**src/rtl/move_validator_pkg.sv**
```systemverilog
// move_validator_pkg: shared chess definitions for the move validator.
//   Piece codes (0 empty, 1-6 black P N B R Q K, 7-12 white P N B R Q K),
//   piece-kind decoding, colour helpers, home rows, the square address
//   packing {x, y}, the FSM state encodings and the unit-step adder helper.
package move_validator_pkg;

  localparam logic [3:0] EMPTY    = 4'd0;
  localparam logic [3:0] B_PAWN   = 4'd1;
  localparam logic [3:0] B_KNIGHT = 4'd2;
  localparam logic [3:0] B_BISHOP = 4'd3;
  localparam logic [3:0] B_ROOK   = 4'd4;
  localparam logic [3:0] B_QUEEN  = 4'd5;
  localparam logic [3:0] B_KING   = 4'd6;
  localparam logic [3:0] W_PAWN   = 4'd7;
  localparam logic [3:0] W_KNIGHT = 4'd8;
  localparam logic [3:0] W_BISHOP = 4'd9;
  localparam logic [3:0] W_ROOK   = 4'd10;
  localparam logic [3:0] W_QUEEN  = 4'd11;
  localparam logic [3:0] W_KING   = 4'd12;

  // Black pawns start on row 1 and advance +y; white on row 6 and advance -y.
  localparam logic [2:0] BLACK_HOME_ROW = 3'd1;
  localparam logic [2:0] WHITE_HOME_ROW = 3'd6;

  localparam logic [2:0] ST_IDLE = 3'd0;
  localparam logic [2:0] ST_GEOM = 3'd1;
  localparam logic [2:0] ST_WALK = 3'd2;
  localparam logic [2:0] ST_DEST = 3'd3;
  localparam logic [2:0] ST_FIN  = 3'd4;

  // Kind values line up with the black piece codes so decoding is a subtract.
  typedef enum logic [2:0] {
    KIND_NONE   = 3'd0,
    KIND_PAWN   = 3'd1,
    KIND_KNIGHT = 3'd2,
    KIND_BISHOP = 3'd3,
    KIND_ROOK   = 3'd4,
    KIND_QUEEN  = 3'd5,
    KIND_KING   = 3'd6
  } piece_kind_e;

  function automatic logic is_black(input logic [3:0] p);
    return (p >= B_PAWN) && (p <= B_KING);
  endfunction

  function automatic logic is_white(input logic [3:0] p);
    return (p >= W_PAWN) && (p <= W_KING);
  endfunction

  function automatic logic opposite_colour(input logic [3:0] a, input logic [3:0] b);
    return (is_black(a) && is_white(b)) || (is_white(a) && is_black(b));
  endfunction

  function automatic piece_kind_e piece_kind(input logic [3:0] p);
    if (is_black(p)) return piece_kind_e'(p[2:0]);
    if (is_white(p)) return piece_kind_e'(3'(p - 4'd6));
    return KIND_NONE;
  endfunction

  function automatic logic [5:0] pack_square(input logic [2:0] x, input logic [2:0] y);
    return {x, y};
  endfunction

  // Sign-extend a unit step to 3 bits; adding it modulo 8 moves one square.
  function automatic logic [2:0] step3(input logic signed [1:0] s);
    return {s[1], s};
  endfunction

endpackage

```
**src/rtl/move_validator_piece_geometry.sv**
```systemverilog
// piece_geometry: purely combinational move classifier.
//   Inputs : piece (4-bit code), origin_x/origin_y, destination_x/destination_y.
//   Outputs: geom_ok (shape legal for this piece), sx/sy (unit step toward the
//            destination), n (intermediate squares to check), and the
//            destination constraints for pawns (dest_must_be_empty /
//            dest_must_be_enemy). Non-pawns leave both constraints low and use
//            the generic capture rule in the top level.
module piece_geometry
  import move_validator_pkg::*;
(
  input  logic              [3:0] piece,
  input  logic              [2:0] origin_x,
  input  logic              [2:0] origin_y,
  input  logic              [2:0] destination_x,
  input  logic              [2:0] destination_y,
  output logic                    geom_ok,
  output logic signed       [1:0] sx,
  output logic signed       [1:0] sy,
  output logic              [2:0] n,
  output logic                    dest_must_be_empty,
  output logic                    dest_must_be_enemy
);

  logic signed [3:0] dx, dy;
  logic        [2:0] adx, ady, amax;
  logic              straight, diagonal, black;
  logic signed [3:0] fwd, fwd2;
  logic        [2:0] home;
  piece_kind_e       kind;

  assign dx   = signed'({1'b0, destination_x}) - signed'({1'b0, origin_x});
  assign dy   = signed'({1'b0, destination_y}) - signed'({1'b0, origin_y});
  assign adx  = dx[3] ? 3'(-dx) : dx[2:0];
  assign ady  = dy[3] ? 3'(-dy) : dy[2:0];
  assign amax = (adx > ady) ? adx : ady;

  assign straight = (dx == 4'sd0) != (dy == 4'sd0);
  assign diagonal = (adx == ady) && (adx != 3'd0);

  assign kind  = piece_kind(piece);
  assign black = is_black(piece);
  assign fwd   = black ? 4'sd1 : -4'sd1;
  assign fwd2  = black ? 4'sd2 : -4'sd2;
  assign home  = black ? BLACK_HOME_ROW : WHITE_HOME_ROW;

  always_comb begin
    geom_ok            = 1'b0;
    n                  = 3'd0;
    dest_must_be_empty = 1'b0;
    dest_must_be_enemy = 1'b0;
    sx = (dx == 4'sd0) ? 2'sd0 : (dx[3] ? -2'sd1 : 2'sd1);
    sy = (dy == 4'sd0) ? 2'sd0 : (dy[3] ? -2'sd1 : 2'sd1);

    case (kind)
      KIND_KNIGHT: geom_ok = ((adx == 3'd1) && (ady == 3'd2)) || ((adx == 3'd2) && (ady == 3'd1));
      KIND_KING:   geom_ok = (amax == 3'd1);
      KIND_ROOK: begin
        geom_ok = straight;
        n       = amax - 3'd1;
      end
      KIND_BISHOP: begin
        geom_ok = diagonal;
        n       = amax - 3'd1;
      end
      KIND_QUEEN: begin
        geom_ok = straight || diagonal;
        n       = amax - 3'd1;
      end
      KIND_PAWN: begin
        if ((dx == 4'sd0) && (dy == fwd)) begin
          geom_ok            = 1'b1;
          dest_must_be_empty = 1'b1;
        end else if ((dx == 4'sd0) && (dy == fwd2) && (origin_y == home)) begin
          geom_ok            = 1'b1;
          n                  = 3'd1;
          dest_must_be_empty = 1'b1;
        end else if ((adx == 3'd1) && (dy == fwd)) begin
          geom_ok            = 1'b1;
          dest_must_be_enemy = 1'b1;
        end
      end
      default: geom_ok = 1'b0;
    endcase

    // A null move is never legal, whatever the piece.
    if ((dx == 4'sd0) && (dy == 4'sd0)) geom_ok = 1'b0;
  end

endmodule

```
**src/rtl/move_validator.sv**
```systemverilog
// move_validator: reads the board memory and decides whether a move is legal.
//   clk, reset (async, active-high)
//   start                 one-cycle request, sampled only when idle
//   origin_x/origin_y     source square; destination_x/destination_y target
//   piece_to_move         piece code at the origin
//   piece_read            board data for address_validator, READ_LATENCY later
//   address_validator     read address {x, y}
//   busy                  high from accepted start until the verdict cycle
//   done                  one-cycle verdict strobe
//   valid                 verdict, held until the next accepted start
// The walk visits every square strictly between origin and destination, then
// the destination itself, waiting READ_LATENCY clocks on each address.
module move_validator
  import move_validator_pkg::*;
#(
  parameter int READ_LATENCY = 1
) (
  input  logic       clk,
  input  logic       reset,
  input  logic       start,
  input  logic [2:0] origin_x,
  input  logic [2:0] origin_y,
  input  logic [2:0] destination_x,
  input  logic [2:0] destination_y,
  input  logic [3:0] piece_to_move,
  input  logic [3:0] piece_read,
  output logic [5:0] address_validator,
  output logic       busy,
  output logic       done,
  output logic       valid
);

  localparam int LAT_W = $clog2(READ_LATENCY + 1) + 1;

  logic [2:0]       state;
  logic [LAT_W-1:0] lat;
  logic [2:0]       walk_k;

  // Request registers: data only, loaded on an accepted start.
  logic [3:0] piece_q;
  logic [2:0] ox_q, oy_q, tx_q, ty_q;

  logic              geom_ok, must_empty, must_enemy, verdict, accept, read_ready;
  logic signed [1:0] sx, sy;
  logic        [2:0] n;

  assign accept     = (state == ST_IDLE) && start;
  assign read_ready = (lat == LAT_W'(READ_LATENCY));

  piece_geometry u_geom (
    .piece              (piece_q),
    .origin_x           (ox_q),
    .origin_y           (oy_q),
    .destination_x      (tx_q),
    .destination_y      (ty_q),
    .geom_ok            (geom_ok),
    .sx                 (sx),
    .sy                 (sy),
    .n                  (n),
    .dest_must_be_empty (must_empty),
    .dest_must_be_enemy (must_enemy)
  );

  // Pawns carry explicit destination constraints; everything else may land on
  // an empty square or capture the opposite colour.
  always_comb begin
    verdict = 1'b0;
    if (must_empty)      verdict = (piece_read == EMPTY);
    else if (must_enemy) verdict = opposite_colour(piece_q, piece_read);
    else                 verdict = (piece_read == EMPTY) || opposite_colour(piece_q, piece_read);
  end

  always_ff @(posedge clk) begin
    if (accept) begin
      piece_q <= piece_to_move;
      ox_q    <= origin_x;
      oy_q    <= origin_y;
      tx_q    <= destination_x;
      ty_q    <= destination_y;
    end
  end

  always_ff @(posedge clk or posedge reset) begin
    if (reset) begin
      state             <= ST_IDLE;
      address_validator <= 6'd0;
      valid             <= 1'b0;
      lat               <= '0;
      walk_k            <= 3'd0;
    end else begin
      case (state)
        ST_IDLE: begin
          if (start) begin
            valid <= 1'b0;
            state <= ST_GEOM;
          end
        end
        ST_GEOM: begin
          lat <= '0;
          if (!geom_ok) begin
            state <= ST_FIN;
          end else if (n != 3'd0) begin
            address_validator <= pack_square(ox_q + step3(sx), oy_q + step3(sy));
            walk_k            <= 3'd1;
            state             <= ST_WALK;
          end else begin
            address_validator <= pack_square(tx_q, ty_q);
            state             <= ST_DEST;
          end
        end
        ST_WALK: begin
          if (!read_ready) begin
            lat <= lat + 1'b1;
          end else if (piece_read != EMPTY) begin
            state <= ST_FIN;
          end else if (walk_k == n) begin
            address_validator <= pack_square(tx_q, ty_q);
            lat               <= '0;
            state             <= ST_DEST;
          end else begin
            address_validator <= pack_square(address_validator[5:3] + step3(sx),
                                             address_validator[2:0] + step3(sy));
            walk_k            <= walk_k + 3'd1;
            lat               <= '0;
          end
        end
        ST_DEST: begin
          if (!read_ready) begin
            lat <= lat + 1'b1;
          end else begin
            valid <= verdict;
            state <= ST_FIN;
          end
        end
        ST_FIN:  state <= ST_IDLE;
        default: state <= ST_IDLE;
      endcase
    end
  end

  assign done = (state == ST_FIN);
  assign busy = (state == ST_GEOM) || (state == ST_WALK) || (state == ST_DEST);

endmodule

```
**config.mk**
```make
export PLATFORM = sky130hd
export DESIGN_NAME = move_validator
export DESIGN_NICKNAME = d
export VERILOG_FILES = /design/src/rtl/move_validator_pkg.sv /design/src/rtl/move_validator_piece_geometry.sv /design/src/rtl/move_validator.sv
export SDC_FILE = /design/constraint.sdc
export NUM_CORES = 1
export LEC_CHECK = 0
export ABC_AREA = 1
export BUFFER_PORTS_ARGS = -buffer_cell sky130_fd_sc_hd__buf_4
export CAP_MARGIN = 20
export CORE_ASPECT_RATIO = 2
export CORE_MARGIN = 2
export CORE_UTILIZATION = 32
export DETAILED_ROUTE_END_ITERATION = 10
export GPL_TIMING_DRIVEN = 0
export PLACE_DENSITY_LB_ADDON = 0.12
export SLEW_MARGIN = 15
export SYNTH_ARGS = -nofsm -noshare
export SYNTH_HDL_FRONTEND = slang
export SYNTH_HIERARCHICAL = 1
export SYNTH_SLANG_ARGS = --single-unit
```
**constraint.sdc**
```tcl
create_clock -name clk -period 5.9 [get_ports clk]
set_clock_uncertainty 0.1 [all_clocks]
set_input_delay 0 -clock clk [delete_from_list [all_inputs] [get_ports clk]]
set_output_delay 0 -clock clk [all_outputs]
set_load 0.005 [all_outputs]
```
==> results.json, run 1 <==
{
  "result_of_the_run": "finished clean",
  "synth.ff_latch_count": 31,
  "groute.usage.overall_pct": 16.8,
  "critPathLaunchType": "register",
  "worst-endpoint-arrival_ps": 4430,
  "synth-edff-count": 16,
  "worst_hold_path.num_cells": 4,
  "synthesis.instances": 479,
  "layout_worst_path_cycle_share_pct": 74.1,
  "remaining_drc_errors": 0,
  "synth_compound_area_share_pct": 5.80,
  "muxShareOfSynthArea_pct": 0,
  "net_count_synth": 531,
  "max_cap_viol_count": 0,
  "post_layout_nonfiller_instances": 668,
  "cp_max_fo": 8,
  "fp.coreArea_um2": 9760,
  "required_ps": 5960,
  "drt_iter0_drc": 106,
  "power.static_leakage_nw": 2.05,
  "floorplan.die.width_um": 74.9,
  "first_global_vias": 3007,
  "netlist_area_um2": 3220,
  "worstSetupStartpoint": "tx_q[0]",
  "detail_route.first_pass.iterations": 4,
  "hold_violations": 0,
  "cts.reportedPaths.clkPinSlew_ps": 50,
  "combinational_family_with_the_most_area_after_synthesis": "simple AND/OR/NAND/NOR gates",
  "gpl.final_weighted_congestion": 0.848,
  "postSynth.asyncResetShare_pct": 48.4,
  "ys_types": 33,
  "cts-resized-gates": 0,
  "clkSinkCount": 31,
  "number_of_hold_buffers_added_after_cts": 17,
  "totalNegativeSetupSlack_ps": 0,
  "dp_hpwl_mm": 7.01,
  "route.detailed.wl_per_inst_um": 12.6,
  "yosys.area_share.simple_pct": 42.9,
  "fp.dieArea_um2": 10900,
  "worst_setup_path_end_kind": "register",
  "n_antenna_cell": 0,
  "synth_fa_ha_area_share_pct": 12.7,
  "cts_buffers": 5,
  "initial_core_util_pct": 32.9,
  "worst_skew_pair.late_latency_ps": 280,
  "clock_tree.htree_level_count": 2,
  "placementRows": 51,
  "reg2reg_setup_slack_ps": 1530,
  "clock_tree.root_cell": "sky130_fd_sc_hd__clkbuf_16",
  "most_frequently_used_flop_master_after_synthesis": "sky130_fd_sc_hd__edfxtp_1",
  "max-slew-margin-rel_pct": 56.7,
  "critical_path.reg2reg.startpoint": "tx_q[0]",
  "total_via_count_in_the_routed_design": 3013,
  "finalWorstSetupSlack_ps": 1530,
  "detail-route-antenna-nets": 0,
  "setup_viol_count_final": 0,
  "final.fill_count": 1065,
  "unrepaired_setup_endpoints_after_global_routing": "false",
  "dp_cells": 643,
  "numPortBuffers": 31,
  "slew_violations": 0,
  "drt-vias-per-instance": 4.51,
  "antenna_found_initial": 0,
  "min_path_type": "primary input to register",
  "synthToLayoutAreaGrowth_pct": 22.8,
  "wire_length_of_the_first_global_routing_pass_mm": 14.1,
  "timing.critical_path.to": "state[1]",
  "dp_worst_setup_slack_ps": 1500,
  "gr-total-overflow": 0,
  "worst-slew-pin-transition_ps": 649,
  "hold_slack_ps": 16.9,
  "routed_wirelength_mm": 8.41,
  "tritoncts": "yes",
  "num-nets-final": 587,
  "largest_net_degree_at_the_start_of_global_routing": 16,
  "post-cts-setup-buffer-count": 0,
  "timing.reg2reg.worst_path_depth": 26,
  "yosysWarningCount": 6,
  "finalCriticalPeriod_ps": 4370,
  "max_clock_freq_mhz": 229,
  "pwr_density_cell_nw_per_um2": 525,
  "synth_xor_xnor_area_share_pct": 1.05,
  "final_layout_size_suffix_gt1_share_pct": 16.8,
  "io-pin-count": 32,
  "syn_avg_cell_area_um2": 6.71,
  "critical_path_class": "register to register",
  "die_h_um": 146,
  "synth_seq_area_share_pct": 26.6,
  "cts_max_path_buffers": 2,
  "worst_r2r_endpoint": "state[1]",
  "irDropWorstVdd_mv": 0.240
}
cells in the mapped netlist, types with 2 or more instances:
| cell type | number | area [um^2] |
|---|---|---|
| sky130_fd_sc_hd__a21oi_1 | 15 | 75.1 |
| sky130_fd_sc_hd__buf_6 | 2 | 22.5 |
| sky130_fd_sc_hd__dfrtp_1 | 15 | 375 |
| sky130_fd_sc_hd__edfxtp_1 | 16 | 480 |
| sky130_fd_sc_hd__fa_1 | 6 | 120 |
| sky130_fd_sc_hd__ha_1 | 23 | 288 |
| sky130_fd_sc_hd__inv_1 | 81 | 304 |
| sky130_fd_sc_hd__inv_2 | 6 | 22.5 |
| sky130_fd_sc_hd__nand2_1 | 143 | 537 |
| sky130_fd_sc_hd__nand2_2 | 16 | 100 |
| sky130_fd_sc_hd__nand2_4 | 5 | 56.3 |
| sky130_fd_sc_hd__nand3_1 | 40 | 200 |
| sky130_fd_sc_hd__nand3_2 | 3 | 30.0 |
| sky130_fd_sc_hd__nand3b_1 | 7 | 52.6 |
| sky130_fd_sc_hd__nand4_1 | 6 | 37.5 |
| sky130_fd_sc_hd__nor2_1 | 57 | 214 |
| sky130_fd_sc_hd__nor2_2 | 6 | 37.5 |
| sky130_fd_sc_hd__nor2_4 | 5 | 56.3 |
| sky130_fd_sc_hd__o21ai_0 | 9 | 45.0 |
| sky130_fd_sc_hd__o21ai_1 | 5 | 25.0 |
worst min-delay path by stage:
stage / from / to / slack [ps]
2_1_floorplan: reset / address_validator[0] / -200
3_3_place_gp: reset / address_validator[4] / 30
3_5_place_dp: reset / address_validator[4] / 40
4_1_cts: start / valid / 10
5_1_grt: start / valid / 50
6_report: start / valid / 20
per-stage QoR:
| stage | total power, mW | area (um^2) | utilization, % |
|---|---|---|---|
| after global placement | 1.80 | 3610 | 37.0 |
| after global routing | 2.32 | 3950 | 40.4 |
| after detailed placement | 1.82 | 3630 | 37.2 |
| final | 2.07 | 3950 | 40.4 |
| after floorplan | 1.44 | 3220 | - |
| after CTS | 2.10 | 3950 | 40.4 |
flip-flops by register name (all words and copies together) (netlist names):
name and flops:
piece_q 4, valid 1, ty_q 3, state 3
walk_k 3, address_validator 6, oy_q 3, tx_q 3
lat 2, ox_q 3
cells in the final DEF (no fill, tap or decap), drive strengths merged, types with 7 or more instances in the layout:
cell,netlist,final
a21oi,16,16
buf,2,34
clkbuf,0,7
dfrtp,15,15
dlygate4sd3,0,17
edfxtp,16,16
ha,23,23
inv,87,87
nand2,164,164
nand3,44,44
nand3b,8,8
nor2,69,69
o21ai,15,15
layout make-up:
class / count / area, um^2 / area share, %
well taps: 132 / 165 / 4.18
inverters: 88 / 330 / 8.37
multi-input cells: 358 / 2010 / 50.9
clock inverters: 1 / 5.00 / 0.127
plain buffers: 2 / 22.5 / 0.570
clock buffers: 7 / 143 / 3.61
repair buffers: 49 / 418 / 10.6
flip-flops and latches: 31 / 856 / 21.7
cell families (layout without fill, tap and decap cells):
group	after synthesis	after routing
adders and majority gates	29	29
DFF	31	31
and+or+nand+nor	292	292
xor gates and xnor gates	3	3
AOI/OAI and AO/OA	34	34
buffers and inverters	90	147
report_power, final:
group          switching [mW]  internal [mW]
Sequential             0.0600          0.294
Combinational           0.950          0.506
Clock                  0.0944          0.167
per-layer routing:
metal	up-vias	routed length (um)	track usage (%)
met5	-	0	0
met2	25	5060	32.3
met3	14	113	2.22
met4	0	208	6.43
li1	1610	-	-
met1	1364	3040	17.2
worst max-delay path: stages, from the launching register on:
cell	delay (ps)
sky130_fd_sc_hd__edfxtp_1	420
sky130_fd_sc_hd__inv_1	90
sky130_fd_sc_hd__ha_1	210
sky130_fd_sc_hd__fa_1	490
sky130_fd_sc_hd__ha_1	240
sky130_fd_sc_hd__nand3b_1	180
sky130_fd_sc_hd__nand2_1	70
sky130_fd_sc_hd__nand2_1	60
sky130_fd_sc_hd__nand2_2	110
sky130_fd_sc_hd__nand2_4	90
sky130_fd_sc_hd__nand2_4	80
sky130_fd_sc_hd__nand3b_2	80
sky130_fd_sc_hd__nand2_2	80
sky130_fd_sc_hd__nand2_2	70
sky130_fd_sc_hd__nand2_1	60
sky130_fd_sc_hd__o21ai_1	90
sky130_fd_sc_hd__ha_1	280
sky130_fd_sc_hd__a21boi_0	450
sky130_fd_sc_hd__inv_1	110
sky130_fd_sc_hd__nand2_1	80
sky130_fd_sc_hd__nand2_1	80
sky130_fd_sc_hd__nor2_4	220
sky130_fd_sc_hd__nand2_2	170
sky130_fd_sc_hd__nand2_1	120
sky130_fd_sc_hd__nand3_2	90
sky130_fd_sc_hd__nand2_1	70
sky130_fd_sc_hd__o21ai_1	60
(Power assumes the default switching activity.)
==> inputs of run 2 (changes only) <==
ABC_AREA = 0   (was 1)
clock period = 4 ns   (was 5.9 ns; I/O delays follow)
==> results.json, run 2 <==
{
  "synthToLayoutAreaGrowth_pct": 37.7,
  "placementRows": 50,
  "setup_viol_count_final": 10,
  "cts.reportedPaths.clkPinSlew_ps": 50,
  "synth.ff_latch_count": 31,
  "worst-endpoint-arrival_ps": 4600,
  "synth.most_common_cell": "sky130_fd_sc_hd__inv_1",
  "cp_slowest_stage_delay_ps": 460,
  "detail_route.first_pass.iterations": 4,
  "synth_seq_area_share_pct": 28.5,
  "drt-vias-per-instance": 5.48,
  "finalCoreUtilization_pct": 44.7,
  "num-nets-final": 455,
  "groute.usage.overall_pct": 18.0,
  "tritoncts": "yes",
  "drt_iter0_drc": 76,
  "final_power_mw": 3.87,
  "cp_cell_sequence": "ha_2, fa_1, ha_2, or3b_4, o31ai_4, xor2_4, nor2_4, o21ai_4, mux2i_1, ha_2, nor2b_4, or3_4, buf_8, and3_4, o21ai_4, mux2_4",
  "numPortBuffers": 31,
  "cts_buffers": 5,
  "die_h_um": 141,
  "io-pin-count": 32,
  "worst_skew_pair.late_latency_ps": 280,
  "synth.top_cell.area_share_pct": 16.0,
  "required_ps": 4060,
  "cp_max_fo": 7,
  "critical_path_class": "register to register",
  "netlist_top_cells_area": "sky130_fd_sc_hd__edfxtp_1 (16%), sky130_fd_sc_hd__dfrtp_1 (12%), sky130_fd_sc_hd__ha_1 (9.6%), sky130_fd_sc_hd__inv_1 (4.7%), sky130_fd_sc_hd__fa_1 (4.0%)",
  "synth_commonest_cells": "sky130_fd_sc_hd__inv_1 (38), sky130_fd_sc_hd__ha_1 (23), sky130_fd_sc_hd__edfxtp_1 (16), sky130_fd_sc_hd__nor2_1 (16)",
  "gr-total-overflow": 0,
  "irDropWorstVdd_mv": 0.358,
  "yosys.area.top_type": "sky130_fd_sc_hd__edfxtp_1",
  "flip_flop_count_of_the_largest_register_after_layout": 6,
  "routed_wirelength_mm": 8.67,
  "final_common_cell": "sky130_fd_sc_hd__buf_4",
  "gpl.final_weighted_congestion": 0.843,
  "route.detailed.wl_per_inst_um": 17.1,
  "floorplan.die.width_um": 72.5,
  "final_layout_size_suffix_gt1_share_pct": 31.9,
  "fp.dieArea_um2": 10200,
  "first_global_vias": 2892,
  "total_via_count_in_the_routed_design": 2785,
  "slew_violations": 0,
  "fp.coreArea_um2": 9260,
  "yosysWarningCount": 6,
  "worst_setup_path_end_kind": "register",
  "largest_net_degree_at_the_start_of_global_routing": 16,
  "net_count_synth": 374,
  "max_cap_viol_count": 0,
  "postSynth.asyncResetShare_pct": 48.4,
  "n_antenna_cell": 0,
  "detail-route-antenna-nets": 0,
  "hold_violations": 0,
  "initial_core_util_pct": 32.4,
  "violations": "negative setup slack",
  "max_clock_freq_mhz": 220,
  "remaining_drc_errors": 0,
  "clock_tree.root_cell": "sky130_fd_sc_hd__clkbuf_16",
  "design_area_um2": 4140,
  "result_of_the_run": "finished with violations",
  "worst-path-buf-inv": 1,
  "detailed_place.area_um2": 3490,
  "pwr_density_cell_nw_per_um2": 935,
  "ys_types": 76,
  "syn_avg_cell_area_um2": 9.33,
  "critical_path.slowest_cell": "sky130_fd_sc_hd__fa_1",
  "final_cell_mix": "sky130_fd_sc_hd__buf_4 (52), sky130_fd_sc_hd__inv_1 (38), sky130_fd_sc_hd__ha_1 (17), sky130_fd_sc_hd__dlygate4sd3_1 (17)",
  "netlist_area_um2": 3000,
  "largest-register": "address_validator",
  "power.static_leakage_nw": 1.74,
  "max-slew-margin-rel_pct": 38.5,
  "dp_hpwl_mm": 6.74,
  "layout_worst_path_cycle_share_pct": 113,
  "synth-edff-count": 16,
  "min_path_type": "primary input to register",
  "critical_path.top_delay_family": "adder cells",
  "critPathLaunchType": "register",
  "antenna_found_initial": 0,
  "layout_top_registers": "address_validator (6), piece_q (4)",
  "finalCriticalPeriod_ps": 4540,
  "unrepaired_setup_endpoints_after_global_routing": "true",
  "cts_max_path_buffers": 2,
  "worst-slew-pin-transition_ps": 915,
  "finalWorstSetupSlack_ps": -536,
  "clkSinkCount": 31,
  "clock_tree.htree_level_count": 2,
  "most_frequently_used_flop_master_after_synthesis": "sky130_fd_sc_hd__edfxtp_1",
  "wire_length_of_the_first_global_routing_pass_mm": 14.2,
  "synthesis.instances": 322,
  "path_common_cell": "sky130_fd_sc_hd__ha_2"
}
-- run 2: metal layers --
layer / GRT usage, % / vias up / share of wire [%]
li1: - / 1355 / -
met1: 18.2 / 1375 / 36
met2: 35.8 / 40 / 60
met3: 1.22 / 15 / 1.2
met4: 7.89 / 0 / 3.0
met5: 0 / - / 0
-- run 2: area by class of cell --
| class | instances | area, um^2 |
|---|---|---|
| multi-input cells | 240 | 2180 |
| inverters | 39 | 146 |
| plain buffers | 12 | 63.8 |
| clock inverters | 1 | 5.00 |
| clock buffers | 7 | 143 |
| repair buffers | 74 | 611 |
| fillers | 927 | 5120 |
| well taps | 104 | 130 |
| flip-flops and latches | 31 | 856 |
-- run 2: path summary, 6_finish.rpt --
| kind | startpoint | cells past startpoint | to | slack [ps] |
|---|---|---|---|---|
| max | ox_q[0] | 16 | walk_k[0] | -540 |
| min | piece_read[3] | 4 | valid | 90 |
| max reg2reg | ox_q[0] | 16 | walk_k[0] | -540 |
| min reg2reg | address_validator[4] | 1 | address_validator[4] | 430 |
| max in group asynchronous | reset | 3 | lat[1] | 3080 |
| min in group asynchronous | reset | 3 | address_validator[3] | 280 |
-- run 2: tightest hold or removal path: stages --
cell	delay (ps)
sky130_fd_sc_hd__buf_4	90
sky130_fd_sc_hd__nor3_1	50
sky130_fd_sc_hd__a22oi_1	180
sky130_fd_sc_hd__o31ai_1	100
-- run 2: through the flow --
step	worst slack, ps	TNS (ps)	std cells	hold WS [ps]
6_report	-536	-4670	508	86.3
2_1_floorplan	-473	-3410	322	-199
4_1_cts	-589	-5290	505	89.7
3_3_place_gp	-1200	-15860	457	49.1
3_5_place_dp	-1170	-10160	459	53.8
5_1_grt	-745	-7190	508	133
-- run 2: repair_timing --
item	CTS	global route
pin swaps	18	7
hold endpoints to repair	31	0
hold buffers	17	0
resized for setup	18	10
buffers inserted	21	4
endpoints found under the setup margin	12	12
-- run 2: logic make-up (layout without fill, tap and decap cells) --
kind of cell	after synthesis	count (layout)	share of synthesized area, %
AND/OR/NAND/NOR	98	98	19.4
AO/OA/AOI/OAI	85	85	21.6
buffers and inverters	51	133	6.62
flip-flops	31	31	28.5
adder cells (fa/ha/maj)	30	30	13.9
XOR/XNOR	14	14	5.33
multiplexers	13	13	4.71
-- run 2: power by group --
part | internal, mW | leakage, nW | switching (mW)
Combinational | 1.40 | 1.34 | 1.55
Clock | 0.246 | 0.0739 | 0.136
Sequential | 0.448 | 0.332 | 0.0886
